## config.mk

```make
export PLATFORM = sky130hd
export DESIGN_NAME = seg7_scan_driver
export DESIGN_NICKNAME = d
export VERILOG_FILES = /design/src/rtl/seg7_scan_driver.sv
export SDC_FILE = /design/constraint.sdc
export NUM_CORES = 1
export LEC_CHECK = 0
export ABC_AREA = 1
export BUFFER_PORTS_ARGS = -buffer_cell sky130_fd_sc_hd__buf_2
export CAP_MARGIN = 20
export CORE_ASPECT_RATIO = 1.25
export CORE_UTILIZATION = 53
export DETAILED_ROUTE_END_ITERATION = 8
export PLACE_DENSITY = 0.73
export RECOVER_POWER = 25
export SYNTH_ARGS = -nofsm -noshare
export SYNTH_HDL_FRONTEND = slang
export SYNTH_SLANG_ARGS = --single-unit
```

## constraint.sdc

```tcl
create_clock -name clk -period 2 [get_ports clk]
set_input_delay 0.5 -clock clk [delete_from_list [all_inputs] [get_ports clk]]
set_output_delay 0.5 -clock clk [all_outputs]
set_load 0.02 [all_outputs]
```

## src/rtl/seg7_scan_driver.sv

```systemverilog
// Time-multiplexed common-anode 7-segment driver: frame-coherent shadow data,
// hex decode with leading-zero suppression, per-digit blank, decimal point and blink.
module seg7_scan_driver #(
    parameter int DIGITS       = 8,
    parameter int SLOT_CYCLES  = 100000,
    parameter int DEAD_CYCLES  = 2000,
    parameter int BLINK_FRAMES = 64,
    parameter int LZ_SUPPRESS  = 1
) (
    input  logic                  clk,
    input  logic                  rst,
    input  logic                  ena,
    input  logic                  iLoad,
    input  logic [4*DIGITS-1:0]   iData,
    input  logic [DIGITS-1:0]     iBlank,
    input  logic [DIGITS-1:0]     iDp,
    input  logic [DIGITS-1:0]     iBlink,
    output logic [DIGITS-1:0]     oAn,
    output logic [6:0]            oSeg,
    output logic                  oDp,
    output logic                  oBusy
);

    localparam int SLOT_W  = (SLOT_CYCLES > 1) ? $clog2(SLOT_CYCLES) : 1;
    localparam int IDX_W   = (DIGITS > 1) ? $clog2(DIGITS) : 1;
    localparam int FRAME_W = (BLINK_FRAMES > 1) ? $clog2(BLINK_FRAMES) : 1;

    logic [SLOT_W-1:0]   slot_cnt;
    logic [IDX_W-1:0]    idx;
    logic [FRAME_W-1:0]  frame_cnt;
    logic                blink_phase;
    logic                slot_last;
    logic                idx_last;
    logic                frame_edge;
    logic                frame_last;
    logic                pending;

    logic [4*DIGITS-1:0] stage_data;
    logic [DIGITS-1:0]   stage_blank;
    logic [DIGITS-1:0]   stage_dp;
    logic [DIGITS-1:0]   stage_blink;
    logic [4*DIGITS-1:0] shadow_data;
    logic [DIGITS-1:0]   shadow_blank;
    logic [DIGITS-1:0]   shadow_dp;
    logic [DIGITS-1:0]   shadow_blink;

    logic [DIGITS-1:0]   lz;
    logic                zero_run;
    logic [3:0]          cur_nib;
    logic                cur_blank;
    logic                cur_dp;
    logic                cur_blink;
    logic                cur_lz;
    logic                digit_off;
    logic                dead_done;
    logic [DIGITS-1:0]   an_p0;
    logic [6:0]          seg_p0;
    logic                dp_p0;

    logic [DIGITS-1:0]   an_p1;
    logic [6:0]          seg_p1;
    logic                dp_p1;

    function automatic logic [6:0] hex_to_seg(input logic [3:0] nib);
        logic [6:0] seg;
        case (nib)
            4'h0: seg = 7'h40;
            4'h1: seg = 7'h79;
            4'h2: seg = 7'h24;
            4'h3: seg = 7'h30;
            4'h4: seg = 7'h19;
            4'h5: seg = 7'h12;
            4'h6: seg = 7'h02;
            4'h7: seg = 7'h78;
            4'h8: seg = 7'h00;
            4'h9: seg = 7'h10;
            4'hA: seg = 7'h08;
            4'hB: seg = 7'h03;
            4'hC: seg = 7'h46;
            4'hD: seg = 7'h21;
            4'hE: seg = 7'h06;
            default: seg = 7'h0E;
        endcase
        return seg;
    endfunction

    function automatic logic [6:0] blank_seg(input logic [6:0] seg, input logic off);
        return off ? 7'h7F : seg;
    endfunction

    assign slot_last  = (slot_cnt == SLOT_W'(SLOT_CYCLES - 1));
    assign idx_last   = (idx == IDX_W'(DIGITS - 1));
    assign frame_edge = slot_last && idx_last;
    assign frame_last = (frame_cnt == FRAME_W'(BLINK_FRAMES - 1));

    // Scan counters keep running while ena is low so loads still land on frame edges
    always_ff @(posedge clk) begin
        if (rst) begin
            slot_cnt    <= '0;
            idx         <= '0;
            frame_cnt   <= '0;
            blink_phase <= 1'b0;
        end else begin
            if (slot_last) begin
                slot_cnt <= '0;
                idx      <= idx_last ? '0 : idx + 1'b1;
            end else begin
                slot_cnt <= slot_cnt + 1'b1;
            end
            if (frame_edge) begin
                if (frame_last) begin
                    frame_cnt   <= '0;
                    blink_phase <= ~blink_phase;
                end else begin
                    frame_cnt <= frame_cnt + 1'b1;
                end
            end
        end
    end

    // A load coinciding with a frame edge is staged only; the older staged copy moves first
    always_ff @(posedge clk) begin
        if (rst) begin
            pending      <= 1'b0;
            stage_data   <= '0;
            stage_blank  <= '0;
            stage_dp     <= '0;
            stage_blink  <= '0;
            shadow_data  <= '0;
            shadow_blank <= '0;
            shadow_dp    <= '0;
            shadow_blink <= '0;
        end else begin
            if (frame_edge && pending) begin
                shadow_data  <= stage_data;
                shadow_blank <= stage_blank;
                shadow_dp    <= stage_dp;
                shadow_blink <= stage_blink;
            end
            if (iLoad) begin
                stage_data  <= iData;
                stage_blank <= iBlank;
                stage_dp    <= iDp;
                stage_blink <= iBlink;
                pending     <= 1'b1;
            end else if (frame_edge) begin
                pending <= 1'b0;
            end
        end
    end

    always_comb begin
        lz        = '0;
        zero_run  = 1'b1;
        cur_nib   = 4'h0;
        cur_blank = 1'b0;
        cur_dp    = 1'b0;
        cur_blink = 1'b0;
        cur_lz    = 1'b0;
        an_p0     = '1;
        // Walk from the most significant digit; a digit is a leading zero while the run holds
        for (int k = DIGITS - 1; k >= 0; k--) begin
            zero_run = zero_run & (shadow_data[4*k +: 4] == 4'h0);
            lz[k]    = (LZ_SUPPRESS != 0) && (k > 0) && zero_run;
        end
        dead_done = (slot_cnt >= SLOT_W'(DEAD_CYCLES));
        for (int k = 0; k < DIGITS; k++) begin
            if (idx == IDX_W'(k)) begin
                cur_nib   = shadow_data[4*k +: 4];
                cur_blank = shadow_blank[k];
                cur_dp    = shadow_dp[k];
                cur_blink = shadow_blink[k];
                cur_lz    = lz[k];
            end
            an_p0[k] = ~(ena && dead_done && (idx == IDX_W'(k)));
        end
        digit_off = cur_blank | (cur_blink & blink_phase) | cur_lz;
        seg_p0    = blank_seg(hex_to_seg(cur_nib), digit_off);
        dp_p0     = digit_off | ~cur_dp;
    end

    // p0 -> p1: registered pin drive
    always_ff @(posedge clk) begin
        if (rst) begin
            an_p1  <= '1;
            seg_p1 <= 7'h7F;
            dp_p1  <= 1'b1;
        end else begin
            an_p1  <= an_p0;
            seg_p1 <= seg_p0;
            dp_p1  <= dp_p0;
        end
    end

    assign oAn   = an_p1;
    assign oSeg  = seg_p1;
    assign oDp   = dp_p1;
    assign oBusy = pending;

endmodule

```

* Word level (Yosys, flattened, before mapping)
Memory sizes are Yosys's and may differ from the RTL's. A register that Yosys moved wholly into a read port is not among the register bits.
Index checks and enable logic that the tools add are counted.
** Word-level totals
- ROM bits :: 112
- Memories kept :: 1
- Output and inout port bits :: 17
- Bits of input ports :: 60
- Word-level logic and storage cells :: 115
- Register bits after elaboration :: 149
** Memories
- (name not given) :: words 16, width 7, rd ports 1, clocked after Yosys merged registers in 1, wr ports 0, line 66 : case (nib)
** Cells by class
- Order comparisons :: 1
- Bitwise logic cells :: 20
- Reductions and logical operators :: 23
- Multiplexer cells :: 43
- Equal/unequal tests :: 9
- $add $sub $neg :: 3
** Operators by type and width (number)
- 1-bit two-way mux :: 33
- 4-bit two-way mux :: 8
- 4-bit zero test :: 7
- 17-bit by 1-bit adder with 17-bit output, second input constant :: 1
- 17-bit equality test, second input constant :: 1
- 17-bit by 11-bit >= comparator with 1-bit output, second input constant :: 1
- 3-bit equality test, second input constant :: 4
- 1-bit logical AND :: 11
- 1-bit NOT :: 10
- 1-bit bitwise AND :: 7
- 6-bit by 1-bit adder with 6-bit output, second input constant :: 1
- 3-bit by 2-bit equality test with 1-bit output, second input constant :: 2
- 6-bit equality test, second input constant :: 1
- 6-bit two-way mux :: 1
- 2-bit OR reduction :: 2
- 3-bit by 1-bit adder with 3-bit output, second input constant :: 1
- 3-bit by 1-bit equality test with 1-bit output, second input constant :: 1
- 3-bit zero test :: 1
- 3-bit two-way mux :: 1
- 1-bit OR :: 3
- 2-bit AND reduction :: 1
- 2-bit nonzero test :: 1

* Longest topological paths before layout
Gate-level depths: netlist (run 1).
- Word-level depth :: 16
- Mapped depth :: 19

* Worst setup path before layout (run 1)
Ideal clock, no wire load.
- Path type :: register to register
- Start :: reg idx[0]
- End :: reg seg_p1[3] (netlist: oSeg[3])
- Path buffers :: 1
- Arrival :: 1972 ps
- Required time :: 1879 ps
- Slack :: -93 ps
- Library setup time :: 121 ps
- Stages on the path, launching flop included :: 19
- Clock period less this slack :: 2093 ps
- Cells stage by stage :: dfxtp_1 -> inv_1 -> ha_1 -> nand2_1 -> clkbuf_1 -> nand2_1 -> inv_1 -> nand2_1 -> nand2_1 -> nand2_1 -> nand2_1 -> nand2_1 -> nand2_1 -> inv_1 -> ha_1 -> nand3_1 -> nand2_1 -> nand2_1 -> nand3_1
** Between the ends
- Word-level cells in the longest chain between the ends :: 13
- Elaborated cells between the ends (all ways) :: 43
** RTL lines
- start, declared :: line 29 : logic [IDX_W-1:0] idx;
- start signal, assigned :: line 106 : idx <= idx_last ? '0 : idx + 1'b1;
- 3-bit zero test :: line 168 : if (idx == IDX_W'(k)) begin
- 1-bit two-way mux (8 in a row) :: line 168
- 1-bit bitwise AND :: line 177 : digit_off = cur_blank | (cur_blink & blink_phase) | cur_lz;
- 1-bit OR (2 in a row) :: line 177
- 2-bit OR reduction (no source line)
- end, declared :: line 61 : logic [6:0] seg_p1;
Several ways; a longest one is shown, not always the timed one.
A chain may end at the register's enable or synchronous reset.

* Worst setup path in the final report (run 1)
Same ends and word-level chain as after synthesis.

==> results.cfg, run 1 <==
[finish]
layout-drive-gt1-share = 0.293
p_r_area_growth_vs_syn_pct = 31.9
finalNonFillerCells = 1210
sequential_cell_area_sq_um = 3130
insertedDiodeCount = 0
finalCoreUtilization = 0.727
fill_cells = 1013
multiInputGateArea_sq_um = 3330
num-nets-final = 1108

[placed_design]
detailedPlacementHpwl_um = 10400
pre_cts_slack_ns = -0.148
placed_cells = 1163
buffer_ports.inserted = 76
globalplace.congestion = 0.867

[cts]
tritoncts = built
clock_insertion_delay_worst_skew_ns = 0.42
clock-sinks = 156
cts_buffers = 17
ctsHoldBuffers = 0
clock_tree.htree_level_count = 4
clock_path_buffers = 2
clk_tree_root_cell = clkbuf_16
clk_pin_slew_ns = 0.06

[sta]
final_hold_viol_count = 0
setup_viol = 7
setup_ws_post_layout_ns = -0.130
period_needed_ns = 2.13
fmax_mhz = 470
slew_viol_final = 0
grt_setup_unrepaired = true
slew_headroom = 0.762
max_slew.worst_pin.slew_ns = 0.354
final.setup_skew_ns = 0.00629
layout_worst_path_cycle_share = 1.06

[floorplanning]
die_height_um = 128
top_level_ports = 77
die_area_sq_um = 13200
floorplan.rows = 45
die_width_um = 103
start_util = 0.551
coreArea_sq_um = 12300

[global_routing]
grt_first_pass_wirelength_um = 26000
first_global_vias = 5713
use_met3 = 0.0420
grt_antenna_before_repair = 0
grt_util_met2 = 0.417
global_route.usage.met1 = 0.320
pin_count_of_the_biggest_net_entering_global_routing = 53
gr-usage-all-layers = 0.251
gr-total-overflow = 0
globalRoute.busiestLayer = met2

[drt]
wl_per_cell_um = 14.4
viasPerCell = 5.28
routed-via-count = 6391
routed_wl_um = 17400
antenna_violating_nets_post_route = 0
drtPass1Iterations = 5
drt-initial-drc-count = 325
drc = 0

[pwr]
total_power_mw = 6.83
power_frac_clock = 0.481
power.net_switching_mw = 1.46
power_frac_comb = 0.047
static-leakage-power_nw = 3.80
vdd_ir_drop_max_mv = 0.461
power_density_nw_per_um2 = 766
switching_share = 0.214
power_frac_seq = 0.472
p_int_mw = 5.37

[critical_path]
max_stage_delay_ns = 0.38
path_delay_family = simple AND/OR/NAND/NOR gates
path_class = flop to flop
timing.rr.end = oSeg[3]
timing.critical_path.cells = inv_6, ha_4, inv_2, nor2_4, nand2_1, nand3_1, nand3_1, nand2_1, nand2_1, nand2_1, nand2_2, a21oi_4, ha_4, inv_2, nand2_2, nand3_2, nand3_1
timing.critical_path.depth = 17
worst_path_max_delay_cell = dfxtp_4
crit_path_end_kind = flop
cp_max_fo = 4
ff2ff_setup_slack_ns = -0.13
cp.arrival_ns = 2.49
critPathBufInv = 3
timing.rr.start = idx[0]
critPathMostFrequentCell = nand2_1
timing.critical_path.from_type = flop
worst_setup_path_startpoint = idx[0]
data_required_critical_path_ns = 2.36
r2r_depth = 17
worstSetupEndpoint = oSeg[3]

[synth]
mean_instance_size_in_the_synthesized_netlist_sq_um = 7.46
number_of_flops_mapped_to_enable_cells_by_yosys = 0
netlist_area_sq_um = 6760
postSynth.topFlopCell = dfxtp_1
yosysSeqAreaShare = 0.462
cell_type_with_the_highest_aggregate_area_in_the_netlist = dfxtp_1
synthTopCellsByCount = 156 x dfxtp_1, 141 x nand2_1, 128 x inv_1, 111 x a21oi_1, 106 x o21ai_0
yosysWarningCount = 0
yosysUniqueCellTypes = 35
syn_inst = 907
synth_top_area_frac = 0.462
synthMostInstantiatedCell = dfxtp_1
number_of_register_bits_inferred_by_synthesis = 156
async_flop_share = 0
yosys-top-cells-area = dfxtp_1 46%, a21oi_1 8.2%, o21ai_0 7.8%
postSynthNetCount = 981

[min_path]
hold_path_class = primary input to flop
hold_path.startpoint = rst

[outcome]
violations = setup timing
run_status = finished with violations

[run]
max_cap_violations = 0
-- timing repair --
item,CTS,global route
gates cloned,1,6
pin swaps,9,38
resized for setup,33,90
setup endpoints to repair,8,68
setup buffers,4,6
-- worst reg2reg max path: cells and delay by family, from the launching register on --
family,cells,cell delay [ns]
and+or+nand+nor,11,0.90
DFF,1,0.38
adders and majority gates,2,0.37
AOI/OAI and AO/OA,1,0.25
buffers and inverters,3,0.19
-- flip-flops by register name, indices dropped and copies added, names as in the netlist, 3 cells and up --
name and cells:
oAn 8, shadow_blink 8, shadow_data 32, shadow_dp 8, idx 3, stage_blink 8, oSeg 7, slot_cnt 17
frame_cnt 6, stage_blank 8, stage_dp 8, shadow_blank 8, stage_data 32
-- worst min path at each step --
stage | cells after the start | slack [ns] | end
5_1_grt | 2 | 0.30 | oBusy
4_1_cts | 2 | 0.28 | frame_cnt[5]
3_3_place_gp | 2 | 0.44 | stage_blank[5]
2_1_floorplan | 2 | 0.43 | stage_blank[0]
3_5_place_dp | 2 | 0.45 | stage_blank[4]
6_report | 2 | 0.29 | frame_cnt[5]
-- stage by stage --
step	TNS, ns	hold slack (ns)	area, sq um
3_5_place_dp	-0.881	0.446	7650
4_1_cts	-0.0667	0.278	8460
5_1_grt	-1.28	0.302	8920
2_1_floorplan	0	0.430	6770
6_report	-0.517	0.290	8920
3_3_place_gp	-0.373	0.441	7650
-- layout make-up --
cell class              count  share of cell area
clock inverters            11              0.0160
flip-flops and latches    156               0.351
inverters                 133              0.0584
multi-input cells         576               0.374
clock buffers              20              0.0523
repair buffers            150               0.126
well taps                 164              0.0230
-- power by group through the flow --
stage | Clock [mW] | Combinational [mW] | Sequential, mW
global placement | 0 | 0.314 | 3.29
finish | 3.29 | 0.321 | 3.22
global route | 3.49 | 0.367 | 3.23
floorplan | 0 | 0.184 | 3.30
detailed placement | 0 | 0.320 | 3.29
CTS | 3.32 | 0.321 | 3.22
-- kinds of logic (layout without fill, tap and decap cells) --
logic type      Yosys count  count (layout)  synth area share
buf+inv                 176             314             0.106
compound gates          273             274             0.218
xor+xnor                  5               5           0.00648
fa+ha+maj                14              14            0.0259
flops                   156             156             0.462
simple gates            283             283             0.182
-- placed cells by master, fill, tap and decap left out, drive strengths merged, types with 2 or more instances in the layout --
master / synthesis / final
a31oi: 2 / 2
buf: 15 / 146
clkinv: 1 / 8
inv: 132 / 131
o21ai: 132 / 133
clkinvlp: 0 / 2
nor4: 5 / 5
o211ai: 2 / 2
dfxtp: 156 / 156
ha: 14 / 14
clkbuf: 28 / 24
nor2: 65 / 65
nor3: 12 / 12
nand3: 41 / 41
nand4: 12 / 12
bufinv: 0 / 3
xor2: 5 / 5
nand2: 144 / 144
a21oi: 136 / 136
or2: 2 / 2
-- layer usage --
| layer | wire, um | up-vias | share of wire |
|---|---|---|---|
| met4 | 459 | 0 | 0.026 |
| met5 | 0 | - | 0 |
| met2 | 8850 | 183 | 0.51 |
| li1 | - | 3216 | - |
| met1 | 7360 | 2950 | 0.42 |
| met3 | 719 | 42 | 0.041 |
Power figures use the tool's default switching activity.
==> run 2: changes to the inputs <==
Settings changed: GPL_ROUTABILITY_DRIVEN from default to 0, PLACE_DENSITY 0.73 to 0.76.
==> run 2 against run 1 <==
Net effect:
- critical path depth unchanged
- via count is 0.16% higher
- die area did not move
- largest power group is now sequential cells
- final cell count is 0.33% lower
- the flow still finishes with violations (setup timing)
- cell area fell by 2.3%
- clock power down 3%
- critical path type unchanged
- fmax is 1.0% higher
- register-to-register slack improved by 0.02 ns
- flip-flop and latch count is the same
- wire length decreased by 0.91%
==> results.cfg, run 2 (same netlist as run 1, synthesis figures left out) <==
[outcome]
run_status = finished with violations
violations = setup timing

[global_routing]
global_route.usage.met1 = 0.311
pin_count_of_the_biggest_net_entering_global_routing = 58
grt_first_pass_wirelength_um = 26200
grt_antenna_before_repair = 0
globalRoute.busiestLayer = met2
gr-usage-all-layers = 0.254
use_met3 = 0.0474
first_global_vias = 5767
gr-total-overflow = 0
grt_util_met2 = 0.432

[min_path]
hold_path.startpoint = rst
timing.hold.worst_path_depth = 2
hold_path_class = primary input to flop
holdPathEnd = frame_cnt[5]

[sta]
slew_viol_final = 0
setup_ws_post_layout_ns = -0.108
max_slew.worst_pin.slew_ns = 0.948
grt_setup_unrepaired = true
period_needed_ns = 2.11
layout_worst_path_cycle_share = 1.05
final.setup_skew_ns = 0.0109
hold-worst-slack_ns = 0.338
setup_viol = 7
fmax_mhz = 474
slew_headroom = 0.368
final_hold_viol_count = 0

[finish]
insertedDiodeCount = 0
layout-drive-gt1-share = 0.260
final_design_area_no_fill_sq_um = 8710
most-common-layout-cells = 151 x dfxtp_1, 128 x nand2_1, 118 x inv_1
mostFrequentLayoutCell = dfxtp_1
reg_top3 = shadow_data x32, stage_data x32, slot_cnt x17
fill_cells = 970
p_r_area_growth_vs_syn_pct = 28.9
num-nets-final = 1103

[critical_path]
max_stage_delay_ns = 0.37
path_class = flop to flop
worst_setup_path_startpoint = idx[1]
timing.rr.end = oSeg[4]
data_required_critical_path_ns = 2.36
cp_max_fo = 8
r2r_depth = 17
critPathBufInv = 3
timing.critical_path.cells = buf_4, ha_4, nand2_4, buf_4, o21ai_1, inv_1, nand2_1, nand2_1, nand2_1, nand2_1, nand2_1, nand2_4, nand2_4, nand2_1, nor2_1, nor2_1, nand2_1
crit_path_end_kind = flop
path_delay_family = simple AND/OR/NAND/NOR gates
cp.arrival_ns = 2.47
timing.rr.start = idx[1]
critPathMostFrequentCell = nand2_1
timing.critical_path.from_type = flop
worst_path_max_delay_cell = dfxtp_4
ff2ff_setup_slack_ns = -0.11

[drt]
antenna_violating_nets_post_route = 0
drc = 0
drtPass1Iterations = 6
routed-via-count = 6401
viasPerCell = 5.31
routed_wl_um = 17200
drt-initial-drc-count = 498
wl_per_cell_um = 14.3

[floorplanning]
top_level_ports = 77
start_util = 0.551
floorplan.rows = 45
coreArea_sq_um = 12300
die_width_um = 103
die_area_sq_um = 13200
die_height_um = 128

[cts]
ctsHoldBuffers = 0
clock_tree.htree_level_count = 4
clk_tree_root_cell = clkbuf_16
clock-sinks = 156
tritoncts = built
clock_path_buffers = 2
clk_pin_slew_ns = 0.06
cts_buffers = 17
clock_insertion_delay_worst_skew_ns = 0.42

[run]
max_cap_violations = 0

[pwr]
power_density_nw_per_um2 = 774
vdd_ir_drop_max_mv = 0.527
total_power_mw = 6.74
static-leakage-power_nw = 3.71

[placed_design]
place_area_sq_um = 7630
detailedPlacementHpwl_um = 10200
buffer_ports.inserted = 76
pre_cts_slack_ns = -0.156
## run 2: cell types whose count changed in the layout (fill, tap and decap cells not counted), sizes merged
cell / delta
buf: -9
clkbuf: +6
clkinv: -3
clkinvlp: +2
bufinv: -1
inv: +1
## run 2: final cells by class
cell class                      instances  area, sq um  area share
Timing Repair Buffer                  145         1050       0.121
Tap cell                              164          205      0.0235
Multi-Input combinational cell        576         3200       0.367
Sequential cell                       156         3130       0.360
Clock buffer                           22          484      0.0556
Inverter                              133          527      0.0604
Clock inverter                         10          114      0.0131
## run 2: where the power goes
group / internal [mW] / switching, mW
combinational: 0.121 / 0.199
clock: 1.96 / 1.23
sequential: 3.20 / 0.0262
total: 5.28 / 1.46
## run 2: repair_timing
action / CTS / global route
cloned: 1 / 7
endpoints found under the setup margin: 8 / 67
setup buffers: 2 / 3
pin swaps: 6 / 16
resized for setup: 32 / 58
## run 2: per-layer routing
metal  vias up  share of wire
met5         -              0
met4         0          0.028
met1      2917           0.42
met2       233           0.50
li1       3206              -
met3        45          0.050
## run 2: metrics by stage
stage                     cells  utilization  TNS [ns]
after CTS                  1196        0.684   -0.0264
after floorplan             907            -         0
after global placement     1161        0.622    -0.412
after global routing       1206        0.710     -1.65
final                      1206        0.710    -0.498
after detailed placement   1161        0.622    -0.944
## run 2: how the worst max path moves through the flow
stage | endpoint | slack [ns] | depth (start not counted)
final | oSeg[4] | -0.11 | 17
after global routing | oSeg[4] | -0.28 | 17
after CTS | oSeg[3] | -0.03 | 17
after detailed placement | oSeg[3] | -0.16 | 16
after global placement | oSeg[1] | -0.08 | 17
after floorplan | oSeg[1] | 0.006 | 16
==> run 3: changes to the inputs <==
Settings changed: CORE_UTILIZATION 53 to 58, PLACE_DENSITY 0.76 to 0.79.
Clock period 2 ns to 2.1 ns, I/O delays scaled along.
==> run 3 against run 2 <==
Net effect:
- the flow still finishes with violations (setup timing)
- non-clock buffer count decreased by 14
- fmax increased by 0.24%
- worst hold slack improved by 0.023 ns
- sequential power decreased by 5%
- die area decreased by 8.5%
- critical path depth decreased by 1
- sequential share of layout area increased by 1.1 points
- combinational power decreased by 6.6%
- core utilization increased by 4.2 points
- critical path type unchanged
- critical endpoint is now oSeg[3]
- largest power group is now the clock network
==> results.cfg, run 3 (same netlist as run 1, synthesis figures left out) <==
[sta]
max_slew.worst_pin.slew_ns = 0.908
totalNegativeSetupSlack_ns = -0.00306
grt_setup_unrepaired = true
hold-worst-slack_ns = 0.361
setup_ws_post_layout_ns = -0.00306
layout_worst_path_cycle_share = 1.00
final.setup_skew_ns = 0.00786
slew_headroom = 0.394
final_hold_viol_count = 0
slew_viol_final = 0
period_needed_ns = 2.10
fmax_mhz = 475
setup_viol = 1

[critical_path]
timing.critical_path.from_type = flop
crit_path_end_kind = flop
cp.arrival_ns = 2.46
cp_max_fo = 8
path_class = flop to flop
data_required_critical_path_ns = 2.46

[outcome]
run_status = finished with violations
violations = setup timing

[global_routing]
global_route.usage.met1 = 0.314
grt_first_pass_wirelength_um = 25800
gr-total-overflow = 0
first_global_vias = 5740
gr-usage-all-layers = 0.268
grt_antenna_before_repair = 0
grt_util_met2 = 0.476
use_met3 = 0.0547
pin_count_of_the_biggest_net_entering_global_routing = 64
globalRoute.busiestLayer = met2

[drt]
routed-via-count = 6262
wl_per_cell_um = 14.2
viasPerCell = 5.39
drt-initial-drc-count = 443
drc = 0
routed_wl_um = 16500
antenna_violating_nets_post_route = 0
drtPass1Iterations = 5

[cts]
clk_pin_slew_ns = 0.06
clock_tree.htree_level_count = 4
clock-sinks = 156
clock_path_buffers = 2
tritoncts = built
cts_buffers = 17
clock_insertion_delay_worst_skew_ns = 0.42
ctsHoldBuffers = 0
clk_tree_root_cell = clkbuf_16

[floorplanning]
coreArea_sq_um = 11200
start_util = 0.601
top_level_ports = 77
die_height_um = 123
floorplan.rows = 43
die_area_sq_um = 12100
die_width_um = 98.6

[pwr]
power_density_nw_per_um2 = 764
static-leakage-power_nw = 3.64
total_power_mw = 6.47
vdd_ir_drop_max_mv = 0.497

[finish]
reg_top3 = shadow_data x32, stage_data x32, slot_cnt x17
num-nets-final = 1088
multiInputGateArea_sq_um = 3140
most-common-layout-cells = 153 x dfxtp_1, 130 x nand2_1, 121 x inv_1
finalNonFillerCells = 1162
p_r_area_growth_vs_syn_pct = 25.1
insertedDiodeCount = 0
sequential_cell_area_sq_um = 3130
mostFrequentLayoutCell = dfxtp_1
final_design_area_no_fill_sq_um = 8460
layout-drive-gt1-share = 0.238
fill_cells = 816

[min_path]
hold_path_class = primary input to flop

[placed_design]
place_area_sq_um = 7510
buffer_ports.inserted = 76
placed_cells = 1122
detailedPlacementHpwl_um = 10300

[run]
max_cap_violations = 0
==> run 3: cell types whose count changed in the layout (fill, tap and decap cells not counted), sizes merged <==
cell	delta
buf	-14
bufinv	+1
clkbuf	-1
clkinvlp	+1
inv	-1
o21ai	-1
==> run 3: worst paths after layout <==
check	slack (ns)	end	start	cells after the start
worst min-delay path	0.36	oBusy	iLoad	3
worst max-delay path	-0.003	oSeg[3]	idx[1]	16
worst max register to register	-0.003	oSeg[3]	idx[1]	16
worst min register to register	0.45	stage_blank[5]	stage_blank[5]	2
==> run 3: metal layers <==
metal	routed length, um	vias up
met1	6960	2867
met3	662	52
li1	-	3167
met5	0	-
met4	595	0
met2	8300	176
==> run 3: critical path, stage by stage (launching register included) <==
cell     delay [ns]
dfxtp_4        0.37
inv_4          0.09
ha_4           0.18
inv_1          0.07
nor2_1         0.19
buf_4          0.16
nand2_1        0.04
nand3_1        0.08
nand2_1        0.05
nand2_1        0.05
nand2_1        0.05
nand2_1        0.09
nand2_2        0.08
a21oi_2        0.25
buf_4          0.17
nand2_1        0.06
nand3_1        0.06
==> run 3: cell type report <==
type                       instances  area share
clock inverter                    11      0.0169
timing repair buffer             131       0.108
sequential                       156       0.370
clock buffer                      21      0.0544
multi-input combinational        575       0.371
inverter                         133      0.0602
tap                              135      0.0200
==> run 3: stage by stage <==
step	utilization	worst slack [ns]
6_report	0.752	-0.00306
2_1_floorplan	-	0.00692
3_3_place_gp	0.668	-0.0994
4_1_cts	0.729	-0.0237
3_5_place_dp	0.668	-0.161
5_1_grt	0.752	-0.159
==> run 3: report_power, final <==
part | internal (mW) | switching, mW | total (mW)
Combinational | 0.113 | 0.186 | 0.299
Sequential | 3.04 | 0.0238 | 3.07
Clock | 1.92 | 1.17 | 3.10
Total | 5.08 | 1.38 | 6.47
==> run 3: what timing repair did <==
item | in CTS | in global routing
gates cloned | 0 | 4
setup endpoints to repair | 8 | 67
setup buffers | 0 | 4
gates resized for setup | 22 | 43
pin swaps | 0 | 20
